`src/rtl/transfer_pkg.sv`:
```
// -----------------------------------------------------------------------------
// transfer_pkg
// Shared definitions for the transfer_4to1 parallel-to-serial converter:
// the default word width, the FSM state encoding and a helper that sizes
// the bit counter for a given word width.
// -----------------------------------------------------------------------------
package transfer_pkg;

    localparam int DEFAULT_WIDTH = 4;

    typedef enum logic {
        IDLE  = 1'b0,
        SHIFT = 1'b1
    } stateT;

    // Counter must index bits 0..width-1; a 2-bit word still needs one bit.
    function automatic int cntWidth(input int width);
        return (width > 2) ? $clog2(width) : 1;
    endfunction

endpackage

```
`src/rtl/transfer_hold_buf.sv`:
```
// -----------------------------------------------------------------------------
// transfer_hold_buf
// One-entry holding register with a full flag. It parks the next word while
// the shifter is still busy with the current one, so words can stream
// back-to-back with no idle cycle on the serial side.
//
// Ports:
//   clk       system clock, rising edge
//   rst_n     synchronous active-low reset, empties the buffer
//   load_i    capture data_i and mark the buffer full
//   unload_i  the shifter has taken the word, mark the buffer empty
//   data_i    word to park
//   data_o    parked word
//   full_o    buffer holds a word
// -----------------------------------------------------------------------------
module transfer_hold_buf
    import transfer_pkg::*;
#(
    parameter int WIDTH = DEFAULT_WIDTH
) (
    input  logic             clk,
    input  logic             rst_n,
    input  logic             load_i,
    input  logic             unload_i,
    input  logic [WIDTH-1:0] data_i,
    output logic [WIDTH-1:0] data_o,
    output logic             full_o
);

    logic [WIDTH-1:0] holdData_q;
    logic             holdFull_q;

    // Load and unload never coincide: a load needs an empty buffer and an
    // unload needs a full one, so load simply takes precedence here.
    always_ff @(posedge clk) begin
        if (!rst_n) begin
            holdData_q <= '0;
            holdFull_q <= 1'b0;
        end else if (load_i) begin
            holdData_q <= data_i;
            holdFull_q <= 1'b1;
        end else if (unload_i) begin
            holdFull_q <= 1'b0;
        end
    end

    assign data_o = holdData_q;
    assign full_o = holdFull_q;

endmodule

```
`src/rtl/transfer_4to1.sv`:
```
// -----------------------------------------------------------------------------
// transfer_4to1
// Parallel-to-serial converter. Words arrive over a valid/ready handshake and
// leave one bit per clock with first/last frame markers. A one-entry holding
// buffer lets consecutive words stream without a gap, so d_out can drive the
// matching 1-to-4 deserializer directly.
//
// Ports:
//   clk        system clock, rising edge
//   rst_n      synchronous active-low reset
//   d_in       parallel word to transmit
//   d_in_vld   d_in holds a valid word
//   d_in_rdy   block can accept a word this cycle
//   d_out      serial data bit
//   d_out_vld  d_out carries a valid bit
//   d_first    d_out is the first bit of a word
//   d_last     d_out is the final bit of a word
//   busy       shifter active or holding buffer occupied
// -----------------------------------------------------------------------------
module transfer_4to1
    import transfer_pkg::*;
#(
    parameter int WIDTH     = DEFAULT_WIDTH,
    parameter bit MSB_FIRST = 1'b1
) (
    input  logic             clk,
    input  logic             rst_n,
    input  logic [WIDTH-1:0] d_in,
    input  logic             d_in_vld,
    output logic             d_in_rdy,
    output logic             d_out,
    output logic             d_out_vld,
    output logic             d_first,
    output logic             d_last,
    output logic             busy
);

    localparam int             CW   = cntWidth(WIDTH);
    localparam logic [CW-1:0]  LAST = CW'(WIDTH - 1);

    stateT            state_q,    state_d;
    logic [WIDTH-1:0] shiftReg_q, shiftReg_d;
    logic [CW-1:0]    bitCnt_q,   bitCnt_d;
    logic             dOut_q,     dOut_d;
    logic             dOutVld_q,  dOutVld_d;
    logic             dFirst_q,   dFirst_d;
    logic             dLast_q,    dLast_d;
    logic             busy_q,     busy_d;

    logic             accept;
    logic             holdLoad;
    logic             holdUnload;
    logic             holdFull;
    logic             holdFullNext;
    logic [WIDTH-1:0] holdData;

    // Holding buffer: parks a word accepted while the shifter is mid-word.
    transfer_hold_buf #(
        .WIDTH(WIDTH)
    ) holdBuf (
        .clk      (clk),
        .rst_n    (rst_n),
        .load_i   (holdLoad),
        .unload_i (holdUnload),
        .data_i   (d_in),
        .data_o   (holdData),
        .full_o   (holdFull)
    );

    assign d_in_rdy = rst_n & ~holdFull;
    assign accept   = d_in_vld & d_in_rdy;

    // Next-state logic. The registered outputs are derived from the next
    // shifter/counter values so bit 0 of a word appears on d_out the cycle
    // right after it is accepted. At the last bit the held word wins over a
    // fresh one; a fresh accept there is only possible with the buffer empty,
    // so it bypasses straight into the shifter.
    always_comb begin
        state_d    = state_q;
        shiftReg_d = shiftReg_q;
        bitCnt_d   = bitCnt_q;
        holdLoad   = 1'b0;
        holdUnload = 1'b0;

        case (state_q)
            IDLE: begin
                if (accept) begin
                    state_d    = SHIFT;
                    shiftReg_d = d_in;
                    bitCnt_d   = '0;
                end
            end
            SHIFT: begin
                if (bitCnt_q == LAST) begin
                    if (holdFull) begin
                        holdUnload = 1'b1;
                        shiftReg_d = holdData;
                        bitCnt_d   = '0;
                    end else if (accept) begin
                        shiftReg_d = d_in;
                        bitCnt_d   = '0;
                    end else begin
                        state_d = IDLE;
                    end
                end else begin
                    shiftReg_d = MSB_FIRST ? (shiftReg_q << 1) : (shiftReg_q >> 1);
                    bitCnt_d   = bitCnt_q + CW'(1);
                    holdLoad   = accept;
                end
            end
            default: state_d = IDLE;
        endcase

        holdFullNext = holdLoad | (holdFull & ~holdUnload);
        dOutVld_d    = (state_d == SHIFT);
        dOut_d       = dOutVld_d & (MSB_FIRST ? shiftReg_d[WIDTH-1] : shiftReg_d[0]);
        dFirst_d     = dOutVld_d & (bitCnt_d == '0);
        dLast_d      = dOutVld_d & (bitCnt_d == LAST);
        busy_d       = dOutVld_d | holdFullNext;
    end

    // State and output registers; reset discards any partial or held word
    // and quiets the serial side on the following cycle.
    always_ff @(posedge clk) begin
        if (!rst_n) begin
            state_q    <= IDLE;
            shiftReg_q <= '0;
            bitCnt_q   <= '0;
            dOut_q     <= 1'b0;
            dOutVld_q  <= 1'b0;
            dFirst_q   <= 1'b0;
            dLast_q    <= 1'b0;
            busy_q     <= 1'b0;
        end else begin
            state_q    <= state_d;
            shiftReg_q <= shiftReg_d;
            bitCnt_q   <= bitCnt_d;
            dOut_q     <= dOut_d;
            dOutVld_q  <= dOutVld_d;
            dFirst_q   <= dFirst_d;
            dLast_q    <= dLast_d;
            busy_q     <= busy_d;
        end
    end

    assign d_out     = dOut_q;
    assign d_out_vld = dOutVld_q;
    assign d_first   = dFirst_q;
    assign d_last    = dLast_q;
    assign busy      = busy_q;

endmodule

```
`config.mk`:
```
export PLATFORM = sky130hd
export DESIGN_NAME = transfer_4to1
export DESIGN_NICKNAME = d
export VERILOG_FILES = /design/src/rtl/transfer_pkg.sv /design/src/rtl/transfer_hold_buf.sv /design/src/rtl/transfer_4to1.sv
export SDC_FILE = /design/constraint.sdc
export NUM_CORES = 1
export LEC_CHECK = 0
export BUFFER_PORTS_ARGS = -buffer_cell sky130_fd_sc_hd__buf_2
export CORE_AREA = 10 10 48 50
export DETAILED_ROUTE_END_ITERATION = 6
export DIE_AREA = 0 0 58 60
export MAX_ROUTING_LAYER = met4
export PLACE_DENSITY = 0.75
export SLEW_MARGIN = 0
export SYNTH_ARGS = -nofsm -noshare
export SYNTH_HDL_FRONTEND = slang
export SYNTH_SLANG_ARGS = --single-unit
```
`constraint.sdc`:
```
create_clock -name clk -period 2.8 [get_ports clk]
set_clock_uncertainty 0.05 [all_clocks]
set_input_delay 0.56 -clock clk [delete_from_list [all_inputs] [get_ports clk]]
set_output_delay 0.56 -clock clk [all_outputs]
set_load 0.03 [all_outputs]
```
==> metrics.txt <==
status finished clean; cells after synthesis 75; Main synth FF type dfxtp_1; area fraction of the dominant cell type after synthesis 0.436; number of synthesis warnings 0; Achievable Freq 0.537 GHz; CTS tree done; Critical Path Start rst_n; worst flop-to-flop path startpoint bitCnt_q[0]; Worst IR Drop VDD 481 uV; Setup TNS 0 ns; Place WS 0.932 ns; Core Box Area 0.00144 mm^2; setup bufs post-CTS 0; Vias/cell 5.51; switching power 0.000123 W; crit-path max cell delay 0.20 ns; R2R setup slack 1.29 ns; Final setup viols 0; Hold Crit Class register to register; Slew headroom 0.757; Mean Syn Cell Area 9.79 um^2; clock share of power 0.250; CTS clock-pin slew for the worst setup and hold paths 0.08 ns; pwr dens 543 mW/mm^2; Leak 0.372 nW; max cap viols 0; Final #Nets 98; GRT Overall Usage 0.0916; Cell Count Post-Placement 101; Final Slew Violations 0; commonest cells in the netlist dfxtp_1 (16), nor2_1 (10), nand2_1 (8); share of total power in combinational logic 0.185; share of layout cells above drive strength 1 0.284; global-route wire length before repair 2.50 mm; Final Cycle Share 0.665; Skew-Pair Late Insertion Delay 0.27 ns; Antenna Cells 0; Reg power frac 0.564; Ports 13; cell with the most instances after synthesis dfxtp_1; H-tree depth 1; post-route insts no fill 104; Synth area leaders dfxtp_1 (44%), mux2i_1 (8.2%), nor2_1 (5.1%); final wirelength 1.37 mm; Synth-to-Final Area Change 11.8%; Net Sw Frac 0.276; antenna violations before repair 0; most frequent CP cell buf_2; Worst Path Required 2.19 ns; final hold vios 0; Setup WS post-layout 0.939 ns; Root Driver clkbuf_4; number of remaining DRC errors 0; worst path cell trace buf_2 -> inv_1 -> nor2_1 -> buf_2; unrepaired setup endpoints after global routing false; largest net degree at the start of global routing 12; DIE WIDTH 58 um; Die Footprint 0.00348 mm^2; Initial DRC Count 13; Worst Tran Pin Value 0.364 ns; Vias 573; post-synthesis sequential area ratio 0.436; Synth area leader dfxtp_1; Largest delay share family, worst path buffers and inverters; initial core utilization 0.511; crit end category output port; CP Launch Type input pin; fillers 135; die height 60 um; Max clock buf depth 2; Detailed Routing Iterations Pass 1 4; Post-DRT Antenna Nets 0; Synth Cell Area 734 um^2; Crit path arrival time 1.25 ns; Row Count 14; P_int 0.000323 W; vias in the first global route 578; Post-Syn Nets 83; number of enable flip-flop cells after synthesis 0; crit path max-delay cell type buf_2; CTS Sinks 16; Crit Path Category input pin to output port; hold_buf cts 0; Synth async-reset ratio 0; min cycle time layout 1.86 ns; Port Buf Inserts 12; number of gates resized after CTS 0; Unique masters post-synth 27; Yosys reg bits 16; drt wl/cell 13.2 um; number of buffers and inverters on the critical path 3; Inserted Clock Buffers 3; hold path start bitCnt_q[1]; grt total ovfl 0; Detail Placement HPWL 1.07 mm; routability cong. 0.793; critical path peak fanout 10
## flip-flops by register name, summed over array words and instances (netlist names)
signal          count
d_out               1
busy                1
holdBuf.full_o      1
d_last              1
holdBuf.data_o      4
d_out_vld           1
bitCnt_q            2
shiftReg_q          4
d_first             1
## worst reg2reg max path, cell delays in order, from the launching register on
cell,delay (ns)
dfxtp_1,0.35
ha_1,0.28
nand2b_2,0.28
nor2_8,0.18
mux2i_1,0.21
nor2_1,0.06
## cells in the final DEF (no fill, tap or decap), drive strengths merged
| cell | count |
|---|---|
| nor4b | 1 |
| clkbuf | 3 |
| and2 | 1 |
| nand3 | 4 |
| nand3b | 1 |
| mux2i | 6 |
| nand2 | 8 |
| a31oi | 1 |
| nand2b | 2 |
| buf | 12 |
| nor3 | 1 |
| dfxtp | 16 |
| nor2 | 11 |
| ha | 1 |
| nor4bb | 1 |
| nor3b | 1 |
| and2b | 1 |
| inv | 2 |
| and3 | 3 |
| a21oi | 6 |
| o22ai | 4 |
| o21ai | 2 |
## power by group through the flow
stage | combinational [W] | sequential (W) | clock [W]
6_report | 0.0000827 | 0.000252 | 0.000112
5_1_grt | 0.0000918 | 0.000253 | 0.000126
4_1_cts | 0.0000835 | 0.000252 | 0.000119
3_5_place_dp | 0.0000833 | 0.000257 | 0
3_3_place_gp | 0.0000821 | 0.000257 | 0
2_1_floorplan | 0.0000559 | 0.000264 | 0
## stage by stage
step	power, W	util	hold WS (ns)	cell area (um^2)
after floorplan	0.000320	-	0.402	734
after global placement	0.000339	0.556	0.408	798
after detailed placement	0.000340	0.556	0.416	798
after CTS	0.000455	0.571	0.428	821
after global routing	0.000471	0.571	0.462	821
final	0.000446	0.571	0.427	821
## final timing paths
path | to | depth (start not counted)
worst max-delay path | d_in_rdy | 4
worst min-delay path | bitCnt_q[1] | 2
worst max register to register | holdBuf.data_o[2] | 5
worst min register to register | bitCnt_q[1] | 2
## cell type report
cell class	instances	area (um^2)	area share
multi-input cells	55	390	0.476
flip-flops and latches	16	320	0.390
repair buffers	12	60.1	0.0732
clock buffers	3	22.5	0.0274
well taps	16	20.0	0.0244
inverters	2	7.51	0.00915
## per-layer routing
| metal | wire [um] | track usage | part of all wire | vias to the layer above |
|---|---|---|---|---|
| met4 | 8 | 0.0201 | 0.0058 | 0 |
| met1 | 619 | 0.0920 | 0.45 | 259 |
| li1 | - | - | - | 297 |
| met5 | 0 | - | 0 | - |
| met3 | 100 | 0.0466 | 0.073 | 2 |
| met2 | 642 | 0.156 | 0.47 | 15 |
## kinds of logic after synthesis
group,Yosys count,synth area share
multiplexers,6,0.0818
adder cells (fa/ha/maj),1,0.0170
AND/OR/NAND/NOR,35,0.305
AO/OA/AOI/OAI,13,0.128
buffers and inverters,4,0.0324
flip-flops,16,0.436
Note: power is estimated with default switching activity, not from simulation.
